<file path="config.mk">
export PLATFORM = sky130hd
export DESIGN_NAME = sys_reg_file
export DESIGN_NICKNAME = d
export VERILOG_FILES = /design/src/rtl/sys_reg_file.sv
export SDC_FILE = /design/constraint.sdc
export NUM_CORES = 1
export LEC_CHECK = 0
export CORE_UTILIZATION = 30
export CTS_BUF_LIST = sky130_fd_sc_hd__clkbuf_8
export DETAILED_ROUTE_END_ITERATION = 10
export HOLD_SLACK_MARGIN = 0.08
export PLACE_DENSITY = 0.44
export SYNTH_ARGS = -nofsm -noshare
export SYNTH_HDL_FRONTEND = slang
export SYNTH_SLANG_ARGS = --single-unit
</file>
<file path="constraint.sdc">
create_clock -name CLK_IN -period 7.8 [get_ports CLK_IN]
set_input_delay 0.78 -clock CLK_IN [delete_from_list [all_inputs] [get_ports CLK_IN]]
set_output_delay 0.78 -clock CLK_IN [all_outputs]
set_load 0.02 [all_outputs]
</file>
<file path="src/rtl/sys_reg_file.sv">
// sys_reg_file: DEPTH x WIDTH flop register file behind the system controller,
// exporting REG0..REG3 and pulsing Cfg_Update on real REG2/REG3 changes.
// Optional: define REGFILE_RW_FORWARD_EN to service same-cycle write+read.
module sys_reg_file #(
  parameter int unsigned    WIDTH    = 8,
  parameter int unsigned    DEPTH    = 16,
  parameter logic [WIDTH-1:0] REG2_RST = 8'b1000_0001,
  parameter logic [WIDTH-1:0] REG3_RST = 8'd32
) (
  input  logic                     CLK_IN,
  input  logic                     RST_IN,
  input  logic [$clog2(DEPTH)-1:0] Address,
  input  logic                     WrEn,
  input  logic                     RdEn,
  input  logic [WIDTH-1:0]         WrData,
  output logic [WIDTH-1:0]         RdData,
  output logic                     RdData_Valid,
  output logic [WIDTH-1:0]         REG0,
  output logic [WIDTH-1:0]         REG1,
  output logic [WIDTH-1:0]         REG2,
  output logic [WIDTH-1:0]         REG3,
  output logic                     Cfg_Update
);

  localparam int unsigned AW = $clog2(DEPTH);

  logic [WIDTH-1:0] mem_q [DEPTH];
  logic [WIDTH-1:0] mem_d [DEPTH];
  logic [WIDTH-1:0] rd_data_q, rd_data_d;
  logic             rd_valid_q, rd_valid_d;
  logic             cfg_update_q, cfg_update_d;
  logic             rd_accept;
  logic             cfg_addr;

  function automatic logic [WIDTH-1:0] rst_val(input int unsigned idx);
    if (idx == 2)      return REG2_RST;
    else if (idx == 3) return REG3_RST;
    else               return '0;
  endfunction

  always_comb begin
    for (int unsigned i = 0; i < DEPTH; i++) begin
      mem_d[i] = mem_q[i];
    end
    if (WrEn) begin
      mem_d[Address] = WrData;
    end
  end

`ifdef REGFILE_RW_FORWARD_EN
  // Single address port: a colliding read always targets the word being written.
  always_comb begin
    rd_accept = RdEn;
    rd_data_d = rd_data_q;
    if (RdEn) begin
      rd_data_d = WrEn ? WrData : mem_q[Address];
    end
  end
`else
  always_comb begin
    rd_accept = RdEn & ~WrEn;
    rd_data_d = rd_data_q;
    if (rd_accept) begin
      rd_data_d = mem_q[Address];
    end
  end
`endif

  assign rd_valid_d   = rd_accept;
  assign cfg_addr     = (Address == AW'(2)) || (Address == AW'(3));
  assign cfg_update_d = WrEn && cfg_addr && (WrData != mem_q[Address]);

  always_ff @(posedge CLK_IN or posedge RST_IN) begin
    if (RST_IN) begin
      for (int unsigned i = 0; i < DEPTH; i++) begin
        mem_q[i] <= rst_val(i);
      end
      rd_data_q    <= '0;
      rd_valid_q   <= 1'b0;
      cfg_update_q <= 1'b0;
    end else begin
      for (int unsigned i = 0; i < DEPTH; i++) begin
        mem_q[i] <= mem_d[i];
      end
      rd_data_q    <= rd_data_d;
      rd_valid_q   <= rd_valid_d;
      cfg_update_q <= cfg_update_d;
    end
  end

  assign RdData       = rd_data_q;
  assign RdData_Valid = rd_valid_q;
  assign Cfg_Update   = cfg_update_q;
  assign REG0         = mem_q[0];
  assign REG1         = mem_q[1];
  assign REG2         = mem_q[2];
  assign REG3         = mem_q[3];

endmodule
</file>
* Word-level counts from Yosys, hierarchy flattened
Index checks and enable logic that the tools add are counted.
W data, S select, Z words.
** Word-level totals
- Register bits :: 138
- Latch bits :: 0
- Memory bits (writable) :: 0
- Memory bits (read-only) :: 0
- Output and inout port bits :: 42
- Logic and storage cells :: 37
- Memories :: 0
** Operators by class
- $add $sub $neg :: 0
- Multiply operators :: 0
- Divide/modulo/power cells :: 0
- Order comparisons :: 2
- Equal/unequal tests :: 3
- Shift operators :: 0
- Mux-type cells :: 6
- Bitwise logic cells :: 3
- Reduce and logical (&&, ||, !) cells :: 4
** Operators by type and width (count)
- $bwmux W128 :: 1
- $bmux W8 S4 :: 1
- $demux W8 S4 :: 1
- $mux W8 :: 3
- $eq A4 B2 Y1 const B :: 2
- $ne A8 B8 Y1 :: 1
- $ge A5 B5 Y1 const B :: 1
- $lt A5 B1 Y1 const B :: 1
- $not A4 Y5 :: 1
- $logic_and A1 B1 Y1 :: 3
- $and A1 B1 Y1 :: 1
- $logic_or A1 B1 Y1 :: 1
- $not A1 Y1 :: 1

* Longest topological paths before layout
- Word-level depth :: 6
- Depth in mapped cells :: 9
- Gate-level depth less buffers :: 6

* Worst setup path after synthesis
No wires, ideal clock.
- Kind :: input to register
- From :: in Address[1]
- To :: reg cfg_update_q, in the netlist Cfg_Update
- Library setup time :: 0.141 ns
- Data arrival time :: 2.219 ns
- Required time :: 7.659 ns
- Slack :: 5.440 ns
- Cell stages on the path :: 8
- Path buffers :: 2
- Path through :: buf_6 -> buf_12 -> mux4_2 -> mux2i_1 -> nor2_1 -> a211o_1 -> a21oi_1 -> a41oi_1
** On the way
- Word-level cells in the longest chain between the ends :: 6
- Elaborated cells on any way between the ends :: 10
- Classes of those cells :: eq/ne: 3; mux: 3; bitwise: 1; reduce/logical: 3
** RTL lines
- start, declared :: RTL line 12 : input logic [$clog2(DEPTH)-1:0] Address,
- $not A4 Y5 (not written as such) :: RTL line 71 : assign cfg_update_d = WrEn && cfg_addr && (WrData != mem_q[Address]);
- $bmux W8 S4 :: RTL line 71
- $mux W8 (not written as such) (2 in series) :: RTL line 71
- $ne A8 B8 Y1 :: RTL line 71
- $logic_and A1 B1 Y1 (*) :: RTL line 71
- net cfg_update_d :: RTL line 31 : logic cfg_update_q, cfg_update_d;
- end signal, assigned :: RTL line 87 : cfg_update_q <= cfg_update_d;
- end, declared :: RTL line 31
The timed path passes the listed nets; every way through them passes the cells marked *. The select of a mux whose other input is x is not followed.
A chain may end at the register's enable or synchronous reset.

* Worst setup path in the final report
- From :: in Address[3]
- To :: reg mem_q, in the netlist REG3[3]
** On the way
- Word-level cells in the longest chain between the ends :: 6
- Elaborated cells on any way between the ends :: 7
- Classes of those cells :: order compare: 2; mux: 3; bitwise: 1; reduce/logical: 1
** RTL lines
- $not A4 Y5 (not written as such) (*) :: RTL line 46 : mem_d[Address] = WrData;
- $ge A5 B5 Y1 (not written as such) / $lt A5 B1 Y1 (equally long branches) :: RTL line 46
- $logic_and A1 B1 Y1 (not written as such) :: RTL line 46
- $mux W8 (not written as such) :: RTL line 46
- $demux W8 S4 (*) :: RTL line 46
- $bwmux W128 (*) :: RTL line 46
- end signal, assigned by index :: RTL line 76 : mem_q[i] <= rst_val(i);
- end signal, assigned by index :: RTL line 83 : mem_q[i] <= mem_d[i];
- end, declared :: RTL line 27 : logic [WIDTH-1:0] mem_q [DEPTH];
Mark *: on every way between the ends. The rest lies on a longest branch, timed or not.

==> out/results.md <==
- maximum single-stage delay on the critical path: 0.95 ns
- clk buf depth: 2
- crit path max-delay cell type: sky130_fd_sc_hd__nor3_2
- startpoint of the worst register-to-register path: REG1[5]$_DFFE_PP0P_
- number of nets in the finished design: 521
- clock period minus final worst setup slack: 3.34 ns
- utilization after layout: 0.348
- final worst slack: 4.46 ns
- Setup violations, final: 0
- post-synth net total: 504
- Yosys top cell by area: sky130_fd_sc_hd__dfrtp_1
- post-synthesis share of cell area spent on full adders, half adders and majority gates: 0
- clock root buffer master: sky130_fd_sc_hd__clkbuf_8
- Ports: 58
- capture point of the worst path: REG3[3]$_DFFE_PP0P_
- register bit count reported by yosys: 138
- startpoint-to-endpoint class of the critical path: in2reg
- Reg clk slew, reported paths: 0.08 ns
- via count of the first global-routing pass: 4188
- critical-path cell list: clkdlybuf4s50_1, inv_2, nand2_1, nor3_2, mux2_2
- outcome: complete, no violations
- clk_lat worst skew: 0.45 ns
- Layout Skew: 0.00693 ns
- share of layout cells above drive strength 1: 0.397
- total iterations of the first detailed-routing run: 6
- logic depth of the worst path, buffers included: 5
- endpoint required time on the critical path: 8.13 ns
- top cells by area in the synthesized netlist: sky130_fd_sc_hd__dfrtp_1, sky130_fd_sc_hd__mux2_2, sky130_fd_sc_hd__mux4_2
- maximum ir drop on the vdd rail: 98.0 uV
- number of vias after detailed routing: 3916
- number of enable flip-flop cells after synthesis: 0
- area growth from synthesis to layout: 12.5%
- RSZ-0062 raised after global routing: false
- Critical Path Start Type: input port
- power density over the cells: 261 mW/mm^2
- mean instance size in the synthesized netlist: 14.0 um^2
- number of instances in the synthesized netlist: 488
- post-synthesis xor/xnor area fraction: 0.00643
- max-slew violation total from the final report: 0
- filler instances: 2161
- max-cap violations: 0
- Horiz. Die Dim: 153 um
- number of endpoints with negative hold slack in the final report: 0
- Hold WS: 0.472 ns
- sequential-to-total area share from yosys stat: 0.507
- die extent in y: 153 um
- Lkg Pwr: 3.20 nW
- initial antenna violation count: 0
- GRT Residual Overflow: 0
- Async SR Flop Fraction: 1.00
- final critical-path share of the clock period: 0.429
- cell count of the worst reg-to-reg path: 6
- end of the worst register-to-register path: Cfg_Update$_DFF_PP0_
- wire length reported by the detailed router: 16800 um
- worst slack at placement: 3.99 ns
- overall global routing resource usage: 0.156
- timing-limited maximum frequency: 299 MHz
- post-cts hold buffer count: 0
- peak fanout along the critical path: 22
- number of warnings reported in the yosys synthesis log: 0
- post-CTS repair timing setup buffer count: 0
- gpl congestion: 0.765
- Netlist cell types: 39
- DR DRC count: 0
- synthesized-area fraction occupied by ao, oa, aoi and oai cells: 0.0235
- multi-input gate area in the final layout: 0.00293 mm^2
- pin count of the biggest net entering global routing: 73
- dominant combinational cell family by area after synthesis: multiplexers
- mux share of post-synthesis cell area: 0.341
- class of the tightest hold or removal check: reg2reg
- total of buffers placed on input and output ports: 57
- Ant. Diodes: 0
- wire length of the first global-routing pass: 26800 um
- number of core rows: 54
- Relative slew margins: 0.250
- Primary FF master, synth: sky130_fd_sc_hd__dfrtp_1
- number of sinks on the clock net: 138
- register-to-register path setup slack: 5.75 ns
- register area: 0.00346 mm^2
- worst setup path startpoint: Address[3]
- CTS buffer count: 17
- fraction of the mapped netlist area in simple logic gates: 0.0595
- initial core utilization: 0.309
- proportion of netlist area held by the largest area contributor: 0.496
- CTS H-tree depth: 4
- CTS tree: built
- endpoint type of the worst setup path: register
- CP arrival: 3.68 ns
- Tightest Pin Transition: 1.12 ns
- Largest delay share family, worst path: buffers and inverters
- drt first-iter violations: 270
- Detailed Place HPWL: 10700 um
- count of cells resized by post-cts repair: 0
- antenna-violating nets left: 0
- combined buffer and inverter count along the critical path: 2
- final total negative setup slack: 0 ns
- Avg WL per Cell: 21.1 um
- overall die area: 0.0233 mm^2
- Placeable Area: 0.0220 mm^2
- post-synthesis cell area: 0.00681 mm^2
- routed vias/inst: 4.91
-- power breakdown --
part           total (mW)  internal (mW)  switching (mW)
Sequential          0.973          0.882          0.0910
Clock               0.500          0.221           0.278
Combinational       0.528          0.294           0.234
Total                2.00           1.40           0.603
-- synth_stat cells, types with 2 or more instances --
cell type                  number
sky130_fd_sc_hd__nor2_2         3
sky130_fd_sc_hd__o21ai_0        9
sky130_fd_sc_hd__nor4b_2        3
sky130_fd_sc_hd__mux4_1         5
sky130_fd_sc_hd__dfrtp_1      135
sky130_fd_sc_hd__clkbuf_1      13
sky130_fd_sc_hd__buf_2          9
sky130_fd_sc_hd__mux2_2       135
sky130_fd_sc_hd__mux4_2        19
sky130_fd_sc_hd__mux2_1         2
sky130_fd_sc_hd__nand3_1        6
sky130_fd_sc_hd__nor3_2         4
sky130_fd_sc_hd__a22o_1         2
sky130_fd_sc_hd__nand4_1        3
sky130_fd_sc_hd__a221oi_1       2
sky130_fd_sc_hd__buf_6          3
sky130_fd_sc_hd__o21ai_1        3
sky130_fd_sc_hd__or3_1          6
sky130_fd_sc_hd__nand3b_1       2
sky130_fd_sc_hd__nand2_1       25
sky130_fd_sc_hd__nor2_1         8
sky130_fd_sc_hd__buf_4         35
sky130_fd_sc_hd__a21oi_1        3
sky130_fd_sc_hd__inv_1          2
sky130_fd_sc_hd__mux2i_1       22
sky130_fd_sc_hd__o22ai_1        4
sky130_fd_sc_hd__nor2b_1        3
sky130_fd_sc_hd__dfstp_2        3
sky130_fd_sc_hd__xor2_1         5
sky130_fd_sc_hd__nand4b_1       2
sky130_fd_sc_hd__nand2b_1       4
-- final cells by class --
class	instances	area share
timing repair buffer	60	0.0760
multi-input combinational	285	0.382
clock buffer	18	0.0323
clock inverter	13	0.0106
sequential	138	0.451
inverter	3	0.00212
tap	280	0.0457
-- cells in the final DEF (no fill, tap or decap), types with 4 or more instances in the layout --
master,instances
sky130_fd_sc_hd__mux2i_1,22
sky130_fd_sc_hd__mux4_2,19
sky130_fd_sc_hd__clkinvlp_4,5
sky130_fd_sc_hd__nand3_1,6
sky130_fd_sc_hd__xor2_1,5
sky130_fd_sc_hd__nand2b_1,4
sky130_fd_sc_hd__clkbuf_8,18
sky130_fd_sc_hd__nor2_1,8
sky130_fd_sc_hd__clkdlybuf4s50_1,55
sky130_fd_sc_hd__o21ai_0,9
sky130_fd_sc_hd__o22ai_1,4
sky130_fd_sc_hd__mux2_2,135
sky130_fd_sc_hd__mux4_1,5
sky130_fd_sc_hd__or3_1,6
sky130_fd_sc_hd__nand2_1,25
sky130_fd_sc_hd__nor3_2,4
sky130_fd_sc_hd__clkinv_2,7
sky130_fd_sc_hd__dfrtp_1,135
-- per-stage QoR --
| stage | total power, mW | instance area, um^2 | cells |
|---|---|---|---|
| 3_5_place_dp | 1.52 | 7340 | 766 |
| 2_1_floorplan | 1.38 | 6810 | 488 |
| 5_1_grt | 2.13 | 7670 | 797 |
| 4_1_cts | 2.03 | 7670 | 797 |
| 6_report | 2.00 | 7670 | 797 |
| 3_3_place_gp | 1.51 | 7340 | 766 |
-- state kept, by name, summed over array words and instances, names as in the netlist --
signal and cells:
RdData 8, Cfg_Update 1, REG3 8, mem_q 96, REG0 8, REG1 8
REG2 8, RdData_Valid 1
-- layer usage --
layer | wire length (um) | global-route usage | up-vias
met3 | 618 | 0.0370 | 9
met4 | 136 | 0.0385 | 0
met5 | 0 | 0 | -
met2 | 8050 | 0.246 | 81
li1 | - | - | 1783
met1 | 8020 | 0.215 | 2043
-- cell families (layout without fill, tap and decap cells) --
group                     after synthesis  in the layout
and+or+nand+nor                        71             71
muxes                                 183            183
buffers and inverters                  65             94
AOI/OAI and AO/OA                      26             26
xor gates and xnor gates                5              5
DFF                                   138            138
-- how the worst min path moves through the flow --
stage / from / end / slack, ns / cells after the start
after global routing: RdData[6]$_DFFE_PP0P_ / RdData[6]$_DFFE_PP0P_ / 0.51 / 2
final: RdData[6]$_DFFE_PP0P_ / RdData[6]$_DFFE_PP0P_ / 0.47 / 2
after global placement: RdData[6]$_DFFE_PP0P_ / RdData[6]$_DFFE_PP0P_ / 0.45 / 2
after detailed placement: RdData[6]$_DFFE_PP0P_ / RdData[6]$_DFFE_PP0P_ / 0.46 / 2
after floorplan: mem_q[44]$_DFFE_PP0P_ / mem_q[44]$_DFFE_PP0P_ / 0.46 / 1
after CTS: RdData[3]$_DFFE_PP0P_ / RdData[3]$_DFFE_PP0P_ / 0.48 / 2
-- worst min-delay path, cell delays in order, from the launching register on --
cell and delay (ns):
sky130_fd_sc_hd__dfrtp_1 0.34, sky130_fd_sc_hd__nand2_1 0.05, sky130_fd_sc_hd__nand2_1 0.05
Power figures use the tool's default switching activity.
==> patch 1 (same settings) <==
The parameter `REG2_RST` goes from 8'b1000_0001 to 8'b01000000.
--- a/src/rtl/sys_reg_file.sv
+++ b/src/rtl/sys_reg_file.sv
@@ -6,3 +6,3 @@
   parameter int unsigned    DEPTH    = 16,
-  parameter logic [WIDTH-1:0] REG2_RST = 8'b1000_0001,
+  parameter logic [WIDTH-1:0] REG2_RST = 8'b01000000,
   parameter logic [WIDTH-1:0] REG3_RST = 8'd32
Behaviour: not the same (Yosys sat finds a counterexample within 4 cycles, from zero or initial values and one cycle with RST_IN high).
==> patch 1 against the original RTL <==
  * The run now ends with design-rule violations left
  * Area after synthesis hardly changed
  * Die area about the same
  * Sequential cell count did not move
  * Routed wire length is 2.2% higher
  * Fmax up 1.2%
  * Total power up 2.1%
  * Final cell count rose by 0.25%
  * Non-clock buffer count grew 1
  * Setup slack better by 0.038 ns
  * Core utilization rose by 0.17 points
  * Worst hold slack worse by 0.0032 ns
  * Cell area is 0.49% higher
  * Highest routed layer unchanged
==> patch 1: results (changes against the original RTL) <==
[outcome]
outcome=finished, violations left  ; was complete, no violations
violations=design-rule violations

[route]
drt_wl_total_mm=17.2  ; was 16.8 mm
dr.pass1.iters=7  ; was 6
viasPerCell=4.97  ; was 4.91
drt_iter0_markers=245  ; was 270
drc_errors=4  ; was 0

[cells_and_area]
num-nets-final=522  ; was 521
insertedDiodeCount=0  ; unchanged
fillers=2178  ; was 2,161
drive_gt1_share_pct=38.7  ; was 39.7%

[clock_tree]
clk_pin_slew_worst_paths_ns=0.07
htreeDepth=4  ; unchanged

[grt]
track_usage_pct=15.8  ; was 15.6%
grt_max_degree=72  ; was 73
grt_pass1_wl_mm=27.1  ; was 26.8 mm
grt_pass1_vias=4276  ; was 4,188

[power]
power_leakage_nw=3.25  ; was 3.20 nW
p_int_mw=1.45  ; was 1.40 mW
vdd_drop_max_v=0.000102  ; was 0.0000980 V

[sta]
skew_ns=0.0115  ; was 0.00693 ns
worstMarginPinSlew_ns=1.07  ; was 1.12 ns

[critical_path]
arrival_ns=3.64  ; was 3.68 ns
reg2reg_from=REG0[5]$_DFFE_PP0P_  ; was REG1[5]$_DFFE_PP0P_

[placement]
post-dp-hpwl_mm=10.8  ; was 10.7 mm
gp_congestion=0.790  ; was 0.765

[yosys]
synth_common_cells=dfrtp_1 (136), mux2_2 (135), buf_4 (35)  ; was dfrtp_1 (135), mux2_2 (135), buf_4 (35)

patch 1: cell count changes after synthesis:
| cell | delta |
|---|---|
| dfstp_2 | -1 |
| dfrtp_1 | +1 |
patch 1: worst max path at each step:
| stage | cells past startpoint | endpoint | from |
|---|---|---|---|
| global placement | 5 | REG3[2]$_DFFE_PP0P_ | Address[3] |
| CTS | 5 | REG3[7]$_DFFE_PP0P_ | Address[3] |
| global route | 5 | REG3[4]$_DFFE_PP0P_ | Address[3] |
| floorplan | 1 | Cfg_Update$_DFF_PP0_ | RST_IN |
| finish | 5 | REG3[7]$_DFFE_PP0P_ | Address[3] |
| detailed placement | 5 | REG3[6]$_DFFE_PP0P_ | Address[3] |
patch 1: final cells by class:
class	instances	area (um2)	area share [%]
Multi-Input combinational cell	285	2930	38.0
Sequential cell	138	3460	44.9
Clock inverter	12	85.1	1.10
Inverter	3	16.3	0.211
Clock buffer	20	275	3.57
Tap cell	280	350	4.55
Timing Repair Buffer	61	591	7.66
patch 1: logic make-up (layout without fill, tap and decap cells):
logic type,Yosys count,in the layout,share of synthesized area [%]
buffers and inverters,65,96,6.24
AND/OR/NAND/NOR,71,71,5.95
flip-flops,138,138,50.7
XOR/XNOR,5,5,0.643
AO/OA/AOI/OAI,26,26,2.35
multiplexers,183,183,34.1
patch 1: routing by layer:
layer	part of all wire [%]	up-vias	wire length, um	GRT usage [%]
li1	-	1785	-	-
met2	47	80	8100	24.6
met4	1.4	0	249	5.48
met1	47	2095	8100	21.5
met3	4.3	15	739	3.78
met5	0	-	0	0
patch 1: worst max-delay path, cell delays in order:
cell	delay, ns
clkdlybuf4s50_1	0.85
inv_2	0.49
nand2_1	0.18
nor3_2	0.91
mux2_2	0.41
patch 1: stage by stage:
stage	instances	setup WS [ns]	instance area, um2	total power, mW	hold WS (ns)
2_1_floorplan	488	3.33	6810	1.37	0.459
3_3_place_gp	767	4.10	7340	1.51	0.453
3_5_place_dp	767	4.01	7340	1.53	0.458
4_1_cts	799	4.50	7700	2.08	0.472
5_1_grt	799	4.32	7700	2.17	0.511
6_report	799	4.49	7700	2.04	0.469
patch 1: power by group through the flow:
| stage | clock, mW | combinational (mW) | sequential, mW |
|---|---|---|---|
| floorplan | 0 | 0.409 | 0.966 |
| global placement | 0 | 0.530 | 0.982 |
| detailed placement | 0 | 0.539 | 0.987 |
| CTS | 0.563 | 0.541 | 0.974 |
| global route | 0.604 | 0.573 | 0.997 |
| finish | 0.540 | 0.531 | 0.972 |
==> patch 2 (same flow settings) <==
Made on the original files. Take the reset off `rd_data_q` and load it in a clocked block of its own.
--- a/src/rtl/sys_reg_file.sv
+++ b/src/rtl/sys_reg_file.sv
@@ -77,3 +77,2 @@
       end
-      rd_data_q    <= '0;
       rd_valid_q   <= 1'b0;
@@ -84,3 +83,2 @@
       end
-      rd_data_q    <= rd_data_d;
       rd_valid_q   <= rd_valid_d;
@@ -88,2 +86,6 @@
     end
+  end
+
+  always_ff @(posedge CLK_IN) begin
+    rd_data_q <= rd_data_d;
   end
Function: changed (a bounded check fails within 4 cycles, from zero or initial values and one cycle with RST_IN high).
==> patch 2 against the original RTL <==
  * Area after synthesis down 0.28%
  * Setup slack worse by 0.16 ns
  * Register-to-register slack about the same
  * Fmax down 4.7%
  * Total power up 4.6%
  * Sequential cell count unchanged
  * Via count up 0.26%
  * Clock power up 24%
  * Final cell count down 1.4%
  * Routed wire length up 0.17%
  * Cell area up 0.96%
  * Count of clock-buffer cells in the layout unchanged
==> patch 2: results (changes against the original RTL) <==
[grt]
grt_use_met1_pct=20.9  ; was 21.5%
use_met3_pct=2.45  ; was 3.70%
grt_pass1_vias=4254  ; was 4,188
grt_pass1_wl_mm=26.6  ; was 26.8 mm
antenna_found_initial=0  ; unchanged
track_usage_pct=15.5  ; was 15.6%
met2_usage_pct=25.0  ; was 24.6%
grt_max_degree=68  ; was 73

[critical_path]
reg2reg_from=mem_q[9]$_DFFE_PP0P_  ; was REG1[5]$_DFFE_PP0P_
r2r_setup_slack_ns=5.74  ; was 5.75 ns
r2r_end=Cfg_Update$_DFF_PP0_  ; unchanged
r2r_cells=6  ; unchanged
arrival_ns=3.84  ; was 3.68 ns
crit_path_max_fanout=21  ; was 22

[yosys]
synth-main-ff-cell=dfrtp_1  ; unchanged
ys_async_sr_fraction_pct=94.2  ; was 100%
synth_area_leaders=dfrtp_1 (47%), mux2_2 (22%), mux4_2 (6.0%), buf_4 (3.6%), edfxtp_1 (3.5%)  ; was dfrtp_1 (50%), mux2_2 (22%), mux4_2 (6.3%), buf_4 (3.9%), mux2i_1 (3.2%)
synth_nets=489  ; was 504
synth_edf_count=8  ; was 0
synthDistinctLibCells=45  ; was 39
syn_inst=473  ; was 488
synth_common_cells=mux2_2 (131), dfrtp_1 (127), buf_4 (33)  ; was dfrtp_1 (135), mux2_2 (135), buf_4 (35)
ys_seq_area_share_pct=51.5  ; was 50.7%

[sta]
worstMarginPinSlew_ns=1.01  ; was 1.12 ns
skew_ns=0.0104  ; was 0.00693 ns
holdWs_ns=0.492  ; was 0.472 ns

[cells_and_area]
instances_no_fill=786  ; was 797
num-nets-final=511  ; was 521
insertedDiodeCount=0  ; unchanged
drive_gt1_share_pct=40.5  ; was 39.7%
fillers=2154  ; was 2,161
largest_reg_flops=96  ; unchanged
multi_input_area_um2=2850  ; was 2930 um2

[outcome]
outcome=complete, no violations  ; unchanged

[clock_tree]
htreeDepth=4  ; unchanged
clk_pin_slew_worst_paths_ns=0.08  ; about the same
ctsResizeCount=0  ; unchanged
clock_latency_ns=0.45  ; about the same

[placement]
post-dp-hpwl_mm=10.9  ; was 10.7 mm
place_area_um2=7330  ; was 7340 um2
place_inst=756  ; was 766
place_ws_ns=3.81  ; was 3.99 ns
gp_congestion=0.764  ; was 0.765

[route]
viasPerCell=4.99  ; was 4.91
drt_iter0_markers=150  ; was 270
m1WireLength_mm=7.81  ; was 8.02 mm
wl_met3_um=449  ; was 618 um
drt_wl_total_mm=16.9  ; was 16.8 mm
wl_met2_mm=8.24  ; was 8.05 mm
dr.pass1.iters=4  ; was 6
top_layer_used=met4  ; unchanged

[power]
power_leakage_nw=3.21  ; was 3.20 nW
p_int_mw=1.51  ; was 1.40 mW
vdd_drop_max_v=0.000111  ; was 0.0000980 V

[worst_hold_path]
hold_start=mem_q[88]$_DFFE_PP0P_  ; was RdData[6]$_DFFE_PP0P_
min_to=mem_q[88]$_DFFE_PP0P_  ; was RdData[6]$_DFFE_PP0P_

[patch 2: power by group through the flow]
stage | Clock [mW] | Combinational, mW | Sequential (mW)
6_report | 0.618 | 0.502 | 0.973
5_1_grt | 0.673 | 0.542 | 0.996
4_1_cts | 0.641 | 0.511 | 0.975
3_5_place_dp | 0 | 0.510 | 0.988
3_3_place_gp | 0 | 0.502 | 0.982
2_1_floorplan | 0 | 0.403 | 0.958
[patch 2: critical path, cell delays in order]
cell             delay (ns)
clkdlybuf4s50_1        0.98
clkinv_1               0.78
nand2_2                0.34
or3_1                  0.54
mux2_2                 0.40
[patch 2: cell type report]
type / instances / share of cell area, %
repair buffers: 64 / 7.98
multi-input cells: 271 / 36.9
inverters: 3 / 0.178
clock inverters: 12 / 2.07
flip-flops and latches: 138 / 45.2
clock buffers: 18 / 3.20
well taps: 280 / 4.53
[patch 2: how the worst max path moves through the flow]
stage	startpoint	to	slack [ns]
6_report	Address[3]	REG2[6]$_DFFE_PP0P_	4.29
5_1_grt	Address[3]	mem_q[29]$_DFFE_PP0P_	4.14
4_1_cts	Address[3]	mem_q[25]$_DFFE_PP0P_	4.28
3_5_place_dp	Address[3]	mem_q[31]$_DFFE_PP0P_	3.81
3_3_place_gp	Address[3]	mem_q[28]$_DFFE_PP0P_	3.82
2_1_floorplan	RST_IN	Cfg_Update$_DFF_PP0_	3.56
[patch 2: kinds of logic (layout without fill, tap and decap cells)]
family / Yosys count / in the layout / synth area share [%]
flops: 138 / 138 / 51.5
compound gates: 29 / 29 / 2.85
buf+inv: 64 / 97 / 6.54
xor+xnor: 5 / 5 / 0.644
mux: 175 / 175 / 33.0
simple gates: 62 / 62 / 5.54
